File: src/rtl/card_pkg.sv
// Shared card types, shoe FSM states and the LFSR step
// used by the card shoe and other game randomness.
package card_pkg;

    localparam int CARDS_PER_DECK = 52;
    localparam int RANKS          = 13;
    localparam int SUITS          = 4;

    localparam logic [15:0] LFSR_TAPS = 16'hB400;

    typedef logic [3:0] rank_t;
    typedef logic [1:0] suit_t;

    typedef struct packed {
        suit_t suit;
        rank_t rank;
    } card_t;

    typedef enum logic [1:0] {
        S_INIT,
        S_SHUFFLE,
        S_READY,
        S_EMPTY
    } shoe_state_t;

    // One Galois right-shift step.
    function automatic logic [15:0] lfsrNext(input logic [15:0] s);
        return {1'b0, s[15:1]} ^ (s[0] ? LFSR_TAPS : 16'h0000);
    endfunction

endpackage

File: src/rtl/card_shoe_if.sv
// Draw/shuffle handshake and status between the shoe
// and the game controller.
interface card_shoe_if;
    import card_pkg::*;

    logic        i_draw_req;
    logic        i_shuffle_req;
    card_t       o_card;
    logic        o_card_valid;
    logic        o_ready;
    logic        o_busy;
    logic        o_empty;
    logic [7:0]  o_cards_left;

    modport master (
        output i_draw_req,
        output i_shuffle_req,
        input  o_card,
        input  o_card_valid,
        input  o_ready,
        input  o_busy,
        input  o_empty,
        input  o_cards_left
    );

    modport slave (
        input  i_draw_req,
        input  i_shuffle_req,
        output o_card,
        output o_card_valid,
        output o_ready,
        output o_busy,
        output o_empty,
        output o_cards_left
    );

endinterface

File: src/rtl/lfsr16.sv
// Free-running 16-bit Galois LFSR; recovers to SEED
// if it is ever found in the all-zero lock-up state.
module lfsr16
    import card_pkg::*;
#(
    parameter logic [15:0] SEED = 16'hACE1
) (
    input  logic        i_clk,
    input  logic        i_reset_n,
    output logic [15:0] o_state
);

    // Step every cycle; escape the zero state.
    always_ff @(posedge i_clk or negedge i_reset_n) begin
        if (!i_reset_n) begin
            o_state <= SEED;
        end else if (o_state == 16'h0000) begin
            o_state <= SEED;
        end else begin
            o_state <= lfsrNext(o_state);
        end
    end

endmodule

File: src/rtl/card_shoe.sv
// Multi-deck card shoe with hardware Fisher-Yates shuffle.
// Option: CARD_SHOE_AUTO_RESHUFFLE_EN refills at RESHUFFLE_AT.
module card_shoe
    import card_pkg::*;
#(
    parameter int          NUM_DECKS    = 1,
    parameter logic [15:0] LFSR_SEED    = 16'hACE1,
    parameter int          RESHUFFLE_AT = 15
) (
    input  logic       i_clk,
    input  logic       i_reset_n,
    card_shoe_if.slave bus
);

    localparam int DECK_SIZE = CARDS_PER_DECK * NUM_DECKS;
    localparam int IDX_W     = $clog2(DECK_SIZE);

    localparam logic [7:0] LAST   = 8'(DECK_SIZE - 1);
    localparam logic [7:0] FULL   = 8'(DECK_SIZE);
    localparam logic [7:0] THRESH = 8'(RESHUFFLE_AT);

    shoe_state_t state;
    card_t       deck [DECK_SIZE];

    logic [7:0]  idx;
    logic [7:0]  ptr;
    logic [7:0]  cardsLeft;
    rank_t       initRank;
    suit_t       initSuit;
    card_t       cardQ;
    logic        cardValid;

    logic [15:0] lfsr;
    logic [7:0]  cand;
    logic        swapEn;
    logic        unusedBits;

    logic [IDX_W-1:0] idxA;
    logic [IDX_W-1:0] candA;
    logic [IDX_W-1:0] ptrA;

    lfsr16 #(.SEED(LFSR_SEED)) uLfsr (
        .i_clk    (i_clk),
        .i_reset_n(i_reset_n),
        .o_state  (lfsr)
    );

    assign cand   = 8'(lfsr[IDX_W-1:0]);
    assign idxA   = idx[IDX_W-1:0];
    assign candA  = cand[IDX_W-1:0];
    assign ptrA   = ptr[IDX_W-1:0];
    assign swapEn = (state == S_SHUFFLE) && (idx != 8'd0)
                  && (cand <= idx);

    assign unusedBits = &{1'b0, lfsr[15:IDX_W], THRESH};

    // Card storage: sequential fill, then in-place swaps.
    always_ff @(posedge i_clk) begin
        if (state == S_INIT) begin
            deck[idxA] <= {initSuit, initRank};
        end else if (swapEn) begin
            deck[idxA]  <= deck[candA];
            deck[candA] <= deck[idxA];
        end
    end

    // Shoe sequencer: fill, shuffle, deal, drain.
    always_ff @(posedge i_clk or negedge i_reset_n) begin
        if (!i_reset_n) begin
            state     <= S_INIT;
            idx       <= '0;
            ptr       <= '0;
            cardsLeft <= '0;
            initRank  <= 4'd1;
            initSuit  <= '0;
            cardQ     <= '0;
            cardValid <= 1'b0;
        end else begin
            cardValid <= 1'b0;
            unique case (state)
                S_INIT: begin
                    if (initRank == rank_t'(RANKS)) begin
                        initRank <= 4'd1;
                        initSuit <= initSuit + 2'd1;
                    end else begin
                        initRank <= initRank + 4'd1;
                    end
                    if (idx == LAST) begin
                        initRank <= 4'd1;
                        initSuit <= '0;
                        state    <= S_SHUFFLE;
                    end else begin
                        idx <= idx + 8'd1;
                    end
                end
                S_SHUFFLE: begin
                    if (idx == 8'd0) begin
                        ptr       <= '0;
                        cardsLeft <= FULL;
                        state     <= S_READY;
                    end else if (swapEn) begin
                        idx <= idx - 8'd1;
                    end
                end
                S_READY: begin
                    if (bus.i_shuffle_req) begin
                        state     <= S_INIT;
                        idx       <= '0;
                        cardsLeft <= '0;
                    end else if (bus.i_draw_req) begin
                        cardQ     <= deck[ptrA];
                        cardValid <= 1'b1;
                        ptr       <= ptr + 8'd1;
                        cardsLeft <= cardsLeft - 8'd1;
`ifdef CARD_SHOE_AUTO_RESHUFFLE_EN
                        if (cardsLeft - 8'd1 <= THRESH) begin
                            state     <= S_INIT;
                            idx       <= '0;
                            cardsLeft <= '0;
                        end
`else
                        if (cardsLeft == 8'd1) begin
                            state <= S_EMPTY;
                        end
`endif
                    end
                end
                S_EMPTY: begin
                    if (bus.i_shuffle_req) begin
                        state     <= S_INIT;
                        idx       <= '0;
                        cardsLeft <= '0;
                    end
                end
                default: state <= S_INIT;
            endcase
        end
    end

    assign bus.o_card       = cardQ;
    assign bus.o_card_valid = cardValid;
    assign bus.o_cards_left = cardsLeft;
    assign bus.o_busy       = (state == S_INIT)
                            || (state == S_SHUFFLE);
    assign bus.o_ready      = (state == S_READY);
    assign bus.o_empty      = (state == S_EMPTY);

endmodule

File: src/flat_wrapper.sv
// flat-port wrapper written by rule: the top's interface ports become plain ports
module card_shoe_flat import card_pkg::*;
#(
    parameter int          NUM_DECKS    = 1,
    parameter logic [15:0] LFSR_SEED    = 16'hACE1,
    parameter int          RESHUFFLE_AT = 15
)
  (i_clk, i_reset_n, bus_i_draw_req, bus_i_shuffle_req, bus_o_card, bus_o_card_valid, bus_o_ready, bus_o_busy, bus_o_empty, bus_o_cards_left);
  card_shoe_if bus_i ();
  input  logic i_clk;
  input  logic i_reset_n;
  input wire logic [$bits(bus_i.i_draw_req)-1:0] bus_i_draw_req;
  input wire logic [$bits(bus_i.i_shuffle_req)-1:0] bus_i_shuffle_req;
  output wire logic [$bits(bus_i.o_card)-1:0] bus_o_card;
  output wire logic [$bits(bus_i.o_card_valid)-1:0] bus_o_card_valid;
  output wire logic [$bits(bus_i.o_ready)-1:0] bus_o_ready;
  output wire logic [$bits(bus_i.o_busy)-1:0] bus_o_busy;
  output wire logic [$bits(bus_i.o_empty)-1:0] bus_o_empty;
  output wire logic [$bits(bus_i.o_cards_left)-1:0] bus_o_cards_left;
  assign bus_i.i_draw_req = bus_i_draw_req;
  assign bus_i.i_shuffle_req = bus_i_shuffle_req;
  assign bus_o_card = bus_i.o_card;
  assign bus_o_card_valid = bus_i.o_card_valid;
  assign bus_o_ready = bus_i.o_ready;
  assign bus_o_busy = bus_i.o_busy;
  assign bus_o_empty = bus_i.o_empty;
  assign bus_o_cards_left = bus_i.o_cards_left;
  card_shoe #(.NUM_DECKS(NUM_DECKS), .LFSR_SEED(LFSR_SEED), .RESHUFFLE_AT(RESHUFFLE_AT)) u_core (.i_clk(i_clk), .i_reset_n(i_reset_n), .bus(bus_i));
endmodule
File: config.mk
export PLATFORM = sky130hd
export DESIGN_NAME = card_shoe_flat
export DESIGN_NICKNAME = d
export VERILOG_FILES = /design/src/rtl/card_pkg.sv /design/src/rtl/card_shoe_if.sv /design/src/rtl/lfsr16.sv /design/src/rtl/card_shoe.sv /design/src/flat_wrapper.sv
export SDC_FILE = /design/constraint.sdc
export NUM_CORES = 1
export LEC_CHECK = 0
export ABC_AREA = 0
export CAP_MARGIN = 30
export CORE_MARGIN = 10
export CORE_UTILIZATION = 45
export CTS_BUF_LIST = sky130_fd_sc_hd__clkbuf_8
export DETAILED_ROUTE_END_ITERATION = 8
export PLACE_DENSITY_LB_ADDON = 0.15
export SLEW_MARGIN = 20
export SYNTH_ARGS = -nofsm -noshare
export SYNTH_HDL_FRONTEND = slang
export SYNTH_SLANG_ARGS = --single-unit
File: constraint.sdc
create_clock -name i_clk -period 8 [get_ports i_clk]
set_input_delay 2 -clock i_clk [delete_from_list [all_inputs] [get_ports i_clk]]
set_output_delay 2 -clock i_clk [all_outputs]
set_load 0.05 [all_outputs]
# After elaboration in Yosys (flattened, before gate mapping)

Memories as Yosys holds them, arrays and structs flattened. A register that Yosys moved wholly into a read port is not among the register bits.
Cells that the tools add are included.

$add $sub $neg: 6
$lt $le $gt $ge: 1
Equal/unequal tests: 17
Mux-type cells: 35
Bitwise logic cells: 3
Reductions and logical operators: 18

Operators by type and width:

| kind                                                 | number |
|---|---|
| 2-to-1 mux 8 bit                                     | 10 |
| case mux 8 bit (3 select lines)                      | 2 |
| 2-to-1 mux 16 bit                                    | 2 |
| adder 8 x 1 -> 8 bit (second input constant)         | 2 |
| logical NOT 16 bit                                   | 1 |
| 2-to-1 mux 2 bit                                     | 8 |
| case mux 8 bit (2 select lines)                      | 1 |
| subtractor 8 x 1 -> 8 bit (second input constant)    | 2 |
| XOR 15 x 16 -> 16 bit                                | 1 |
| != test 2 bit (second input constant)                | 6 |
| AND reduction 4 bit                                  | 3 |
| equality test 8 x 1 -> 1 bit (second input constant) | 1 |
| equality test 8 x 6 -> 1 bit (second input constant) | 1 |
| <= comparator 6 x 8 -> 1 bit                         | 1 |
| logical NOT 8 bit                                    | 1 |
| 2-to-1 mux 1 bit                                     | 8 |
| 2-to-1 mux 4 bit                                     | 2 |
| case mux 2 bit (4 select lines)                      | 1 |
| nonzero test 8 bit                                   | 1 |
| 2-to-1 mux 6 bit                                     | 1 |
| != test 2 x 1 -> 1 bit (second input constant)       | 3 |
| AND reduction 5 bit                                  | 1 |
| adder 4 x 1 -> 4 bit (second input constant)         | 1 |
| equality test 2 bit (second input constant)          | 2 |
| other kinds (16)                                     | 18 |

Flip-flop bits (word level): 49
Bits in writable memories: 312
Input port bits: 4
Output and inout port bits: 18
Word-level logic and storage cells: 89
Memories: 1

Memory list:

| memory      | depth | bits a word | read ports | clocked after memory_dff | write ports | line            | RTL |
|---|---|---|---|---|---|---|---|
| u_core.deck | 52    | 6           | 3          | 1                        | 2           | card_shoe.sv:23 | `card_t deck [DECK_SIZE];` |

# Logic depth before layout (Yosys ltp)

Gate-level depths: netlist (run 1).

Word-level depth: 7
Depth in mapped cells: 15
Depth with buffers taken out: 11

# Modules after synthesis

Synthesis (run 1) repeated with hierarchy kept, for this count alone.

Cell total of the unflattened synthesis: 1918
Area, all modules: 24519.8 µm²

Modules (own cells, without submodules):

| module    | times used | cells an instance | area an instance (µm²) | sequential area each (µm²) |
|---|---|---|---|---|
| card_shoe | 1          | 1870              | 23835.4                | 10296.1 |
| lfsr16    | 1          | 48                | 684.4                  | 410.4 |

# Least setup slack after synthesis (run 1)

OpenSTA, ideal clock, no wires.

Path kind: reg2reg
Start: register u_core.idx[1]
End: memory u_core.deck[27][0] (netlist name) (enable)
Library setup time: 0.377 ns
Data arrival time: 3.294 ns
Data required time: 7.623 ns
Setup slack: 4.329 ns
Stages on the path, launching flop included: 13
Path buffers: 4
Period minus slack after synthesis: 3.671 ns
Cell sequence: dfrtp_1 -> buf_4 -> buf_6 -> inv_1 -> buf_1 -> ha_1 -> nor2b_1 -> o21a_1 -> or4_1 -> buf_2 -> a31oi_4 -> nand3_1 -> o21ai_0

RTL lines:

| element                | line             | RTL |
|---|---|---|
| from (decl)            | card_shoe.sv:25  | `logic [7:0] idx;` |
| from (signal assigned) | card_shoe.sv:93  | `idx <= idx + 8'd1;` |
| from (signal assigned) | card_shoe.sv:102 | `idx <= idx - 8'd1;` |
| to (decl)              | card_shoe.sv:23  |  |

==> results_dict.tcl, run 1 <==
set metrics [dict create \
    powerDensity_nw_per_um2 369.3 \
    min_from "u_core.uLfsr.o_state[9]" \
    final_layout_size_suffix_gt1_share_pct 22.86 \
    worstPathArrival_ns 5.42 \
    synth_top_area_cell "edfxtp_1" \
    clockPowerShare_pct 17.7 \
    cp_slowest_cell "dfrtp_4" \
    drv_slew 0 \
    root_buffer "clkbuf_8" \
    yosysTopAreaCellShare_pct 38.32 \
    cts_buffers 67 \
    critPathLaunch "u_core.idx[0]" \
    cp_slowest_stage_delay_ns 0.71 \
    syn_area_per_cell_um2 12.81 \
    cap_violations 0 \
    tightest_slew_ns 1.056 \
    period_share_pct 62.94 \
    synth_edf_count 312 \
    outcome "complete, no violations" \
    slew_headroom_pct 29.32 \
    hp-class "reg -> reg" \
    finalHoldViolations 0 \
    area_growth_pct 8.030 \
    vias_per_cell 7.224 \
    seq_area_frac_synth_pct 43.79 \
    fp.dieH_um 253.1 \
    finalSetupViolCount 0 \
    drt_pass1_iterations 8 \
    cp_top_family "compound AO/OA/AOI/OAI gates" \
    max_freq_mhz 198.6 \
    fp.dieW_um 253.1 \
    cts_sinks 365 \
    cp_common_cell "buf_4" \
    combPwrFrac_pct 51.6 \
    routed_wl_um 95560 \
    p_seq_share_pct 30.7 \
    drcViolationCount 0 \
    critical_path_class "reg -> reg" \
    min_period_ns 5.036 \
    ys_top_cells_by_area "edfxtp_1 38%, mux2i_1 16%, mux4_2 15%, dfrtp_1 4.5%, mux2_2 2.3%" \
    yosys_warnings 0 \
    drt-initial-drc-count 3099 \
    clock_latency_ns 0.70 \
    ioPinCount 22 \
    grt_setup_unrepaired "no" \
    grt_max_degree 56 \
    async_flop_share_pct 14.52 \
    syn_area_um2 24450 \
    clk_pin_slew_ns 0.06 \
    placementRows 85 \
    finalWeightedCongestion 1.043 \
    track_usage_pct 29.67 \
    path_buf_inv 3 \
    hpwl_um 65900 \
    synthCells 1908 \
    p_total_mw 9.754 \
    die_area_um2 64050 \
    cts_hold_repair.buffers 0 \
    critPathLaunchType "flip-flop" \
    num-fill-cells 4770 \
    grt_pass1_vias 18500 \
    h-tree-depth 3 \
    critPathCaptureType "flip-flop" \
    post_cts_resized 0 \
    vdd_drop_max_uv 444.8 \
    initial_utilization_pct 45.43 \
    grt_pass1_wl_um 135900 \
    clock_path_buffers 3 \
    p_leak_nw 10.10 \
    netSwitchingFraction_pct 47.37 \
    p_sw_mw 4.620 \
    cts_setup_buffers 0 \
    design.core.area_um2 53810 \
    internal_power_mw 5.134 \
    synth_cell_types 82 \
    cp.required_ns 8.38 \
    tritoncts "yes" \
    fin_skew_ns 0.04144 \
    fin_nets 1888 \
    cp_max_fo 47 \
    wl_per_cell_um 36.53 \
    syn-num-nets 1930 \
    tns_ns 0 \
    portBuffers 21 \
    path_cells "buf_4, nor2b_1, buf_4, a22oi_1, o22ai_1, o21a_1, a2111o_1, a31oi_4, buf_4, mux2i_1" \
    synth-main-ff-cell "edfxtp_1" \
    reg2reg_from "u_core.idx[0]" \
    antenna_found_initial 4 \
    ys_seq_elements 365 \
    num_vias 18900 \
    ant_nets 0 \
    overflow 0 \
]
## placed cells by master (no fill, tap or decap), types with 31 or more instances in the layout
master and instances:
nand3_1 44, clkbuf_8 72, inv_1 31, o22ai_1 41, mux2i_1 386, nor2_1 67
mux4_2 158, a22oi_1 36, o21ai_0 87, a21oi_1 34, dfrtp_1 37, nand2_1 112
buf_4 48, edfxtp_1 312, mux2_2 51, a221oi_1 41
## flip-flops by register name, indices dropped and copies added, names as in the netlist
| name | count |
|---|---|
| u_core.bus.o_card | 6 |
| u_core.state | 2 |
| u_core.deck | 312 |
| u_core.initSuit | 2 |
| u_core.bus.o_card_valid | 1 |
| u_core.idx | 8 |
| u_core.bus.o_cards_left | 8 |
| u_core.ptr | 6 |
| u_core.uLfsr.o_state | 16 |
| u_core.initRank | 4 |
## power by group through the flow
stage                     logic [mW]  registers (mW)  clock network (mW)
final                           5.04            2.99                1.73
after global routing            5.23            3.00                1.84
after CTS                       4.87            2.97                1.75
after detailed placement        4.86            3.00                   0
after global placement          4.74            3.00                   0
after floorplan                 3.19            2.80                   0
## layer usage
metal	wire length (µm)	up-vias	part of all wire, %	track usage (%)
met5	0	-	0	0
met4	5819	0	6.1	16.09
met3	11640	352	12	9.247
met2	42190	1453	44	44.76
met1	35910	9539	38	37.57
li1	-	7554	-	-
## per-stage QoR
| stage | area (µm²) | util (%) | worst slack (ns) | hold WS (ns) | std cells |
|---|---|---|---|---|---|
| floorplan | 24450 | - | 4.329 | 0.4295 | 1908 |
| global placement | 25030 | 46.52 | 3.117 | 0.3645 | 2477 |
| detailed placement | 25090 | 46.62 | 3.140 | 0.3692 | 2483 |
| CTS | 26350 | 48.96 | 3.119 | 0.3819 | 2602 |
| global route | 26410 | 49.07 | 2.932 | 0.4035 | 2614 |
| finish | 26410 | 49.08 | 2.964 | 0.3789 | 2616 |
## kinds of logic after synthesis
logic type	after synthesis	synth area share, %
multiplexers	596	32.75
flip-flops	365	43.79
AO/OA/AOI/OAI	352	10.18
AND/OR/NAND/NOR	350	7.656
buffers and inverters	214	4.202
adder cells (fa/ha/maj)	18	0.9519
XOR/XNOR	13	0.4657
## layout make-up
cell class | count | area, µm² | share of cell area [%]
Tap cell | 696 | 870.8 | 3.297
Clock inverter | 47 | 265.3 | 1.004
Multi-Input combinational cell | 1329 | 12800 | 48.48
Inverter | 19 | 71.32 | 0.2700
Clock buffer | 72 | 991.0 | 3.752
Timing Repair Buffer | 84 | 663.1 | 2.511
Sequential cell | 365 | 10740 | 40.65
Antenna cell | 4 | 10.01 | 0.03790
## cells in the mapped netlist, types with 11 or more instances
master / instances
buf_6: 11
mux2i_1: 387
and3_1: 11
a22oi_1: 36
o22ai_1: 41
buf_2: 86
ha_1: 17
inv_1: 14
nand3_1: 44
or2_2: 13
a221oi_1: 41
nor2b_1: 14
o221ai_1: 12
mux2_2: 51
a22o_1: 12
a21oi_1: 34
nor2_1: 68
mux4_2: 158
edfxtp_1: 312
nand2_1: 112
o21ai_0: 88
nor3_1: 13
dfrtp_1: 44
nor2_2: 13
clkbuf_1: 80
## worst paths after layout
kind,endpoint,slack [ns],cells after the start
max in group asynchronous,u_core.idx[1],6.00,2
setup / recovery,u_core.deck[3][5],2.96,10
hold reg to reg,u_core.uLfsr.o_state[8],0.38,0
hold / removal,u_core.uLfsr.o_state[8],0.38,0
min in group asynchronous,u_core.bus.o_cards_left[2],1.45,2
setup reg to reg,u_core.deck[3][5],2.96,10
## worst register-to-register path: stages (launching register included)
cell	delay [ns]
dfrtp_4	0.71
buf_4	0.68
nor2b_1	0.51
buf_4	0.32
a22oi_1	0.20
o22ai_1	0.11
o21a_1	0.32
a2111o_1	0.46
a31oi_4	0.67
buf_4	0.59
mux2i_1	0.17
(Power assumes the default switching activity.)
==> run 2, diff against run 1 <==
Clock period 8 ns to 4.7 ns, I/O delays scaled along.
==> results_dict.tcl, run 2 (synthesized netlist as in run 1, its figures left out) <==
set metrics [dict create \
    grt_max_degree 71 \
    clock_path_buffers 3 \
    final_cell_area_um2 27020 \
    hp-class "reg -> reg" \
    min_period_ns 4.119 \
    design.core.area_um2 53810 \
    fin_util_pct 50.21 \
    critical_path_class "reg -> reg" \
    clk_pin_slew_ns 0.06 \
    critPathLaunchType "flip-flop" \
    largestRegisters "u_core.deck x312, u_core.uLfsr.o_state x16" \
    fp.dieH_um 253.1 \
    die_area_um2 64050 \
    top_register "u_core.deck" \
    setup_slack_ns 0.5812 \
    finalWeightedCongestion 1.033 \
    drt_pass1_iterations 7 \
    cts_setup_buffers 0 \
    hpwl_um 70490 \
    root_buffer "clkbuf_8" \
    initial_utilization_pct 45.43 \
    layoutNonFillerInstCount 2683 \
    track_usage_pct 31.11 \
    grt_pass1_vias 18610 \
    clock_latency_ns 0.68 \
    cts_buffers 69 \
    routed_wl_um 99960 \
    cp.required_ns 5.08 \
    vias_per_cell 7.201 \
    placementRows 85 \
    drt-initial-drc-count 3105 \
    dp.cells 2555 \
    worstPathArrival_ns 4.50 \
    final_common_cell "mux2i_1" \
    cp_slowest_cell "buf_4" \
    grt_setup_unrepaired "no" \
    cts_sinks 365 \
    cap_violations 0 \
    largest_reg_flops 312 \
    finalSetupViolCount 0 \
    ant_nets 0 \
    area_growth_pct 10.52 \
    critPathCaptureType "flip-flop" \
    slew_headroom_pct 27.10 \
    dp_slack_ns 0.7508 \
    drcViolationCount 0 \
    powerDensity_nw_per_um2 627.6 \
    p_total_mw 16.96 \
    vdd_drop_max_uv 684.2 \
    finalHoldViolations 0 \
    holdWs_ns 0.3869 \
    tritoncts "yes" \
    grt_pass1_wl_um 142300 \
    cp_max_fo 42 \
    wl_per_cell_um 37.26 \
    post_cts_resized 0 \
    path_cells "buf_4, nor2_1, a221oi_1, nor2_1, a221oi_1, o22ai_1, a2111oi_4, buf_4, mux2i_1" \
    fin_skew_ns 0.03921 \
    p_leak_nw 10.46 \
    h-tree-depth 3 \
    period_share_pct 87.63 \
    tightest_slew_ns 1.094 \
    drv_slew 0 \
    num_vias 19320 \
    max_freq_mhz 242.8 \
    ioPinCount 22 \
    portBuffers 21 \
    tns_ns 0 \
    antenna_found_initial 4 \
    cts_hold_repair.buffers 0 \
    final_layout_size_suffix_gt1_share_pct 25.24 \
    mostFrequentLayoutCells "386 x mux2i_1, 312 x edfxtp_1, 158 x mux4_2" \
    fp.dieW_um 253.1 \
    overflow 0 \
    outcome "complete, no violations" \
    fin_nets 1954 \
    cp_slowest_stage_delay_ns 0.59 \
    placed_cell_area_um2 25730 \
]
run 2: cell types whose count changed in the layout (fill, tap and decap cells not counted), sizes merged:
cell and change:
clkinv -3, buf +68, inv +4, clkinvlp -1, clkbuf -3, diode +2
run 2: path summary, 6_finish.rpt:
path | from | to | slack (ns) | cells after the start
min in group asynchronous | i_reset_n | u_core.bus.o_cards_left[3] | 0.63 | 2
max | u_core.idx[1] | u_core.deck[31][0] | 0.58 | 9
min | u_core.uLfsr.o_state[9] | u_core.uLfsr.o_state[8] | 0.39 | 0
min reg2reg | u_core.uLfsr.o_state[9] | u_core.uLfsr.o_state[8] | 0.39 | 0
max in group asynchronous | i_reset_n | u_core.uLfsr.o_state[2] | 3.52 | 2
max reg2reg | u_core.idx[1] | u_core.deck[31][0] | 0.58 | 9
run 2: cell type report:
| class | instances | area [µm²] |
|---|---|---|
| clock inverter | 47 | 256.5 |
| clock buffer | 73 | 1005 |
| antenna | 6 | 15.01 |
| timing repair buffer | 148 | 1271 |
| fill | 4735 | 26790 |
| tap | 696 | 870.8 |
| sequential | 365 | 10740 |
| multi-input combinational | 1329 | 12790 |
| inverter | 19 | 71.32 |
run 2: where the power goes:
part	total, mW	internal (mW)	switching, mW
sequential	4.93	4.51	0.418
clock	2.97	1.54	1.43
combinational	9.07	2.87	6.20
run 2: critical path, delay by kind of cell (launching register included):
kind | cells | cell delay, ns
buffers and inverters | 2 | 1.14
AO/OA/AOI/OAI | 4 | 1.43
multiplexers | 1 | 0.17
flip-flops | 1 | 0.46
AND/OR/NAND/NOR | 2 | 0.50
run 2: layer usage:
layer	up-vias	global-route usage, %	share of wire (%)
li1	7685	-	-
met1	9875	41.71	39
met2	1444	45.60	43
met3	313	8.776	12
met4	4	15.28	5.5
met5	-	0	0.026
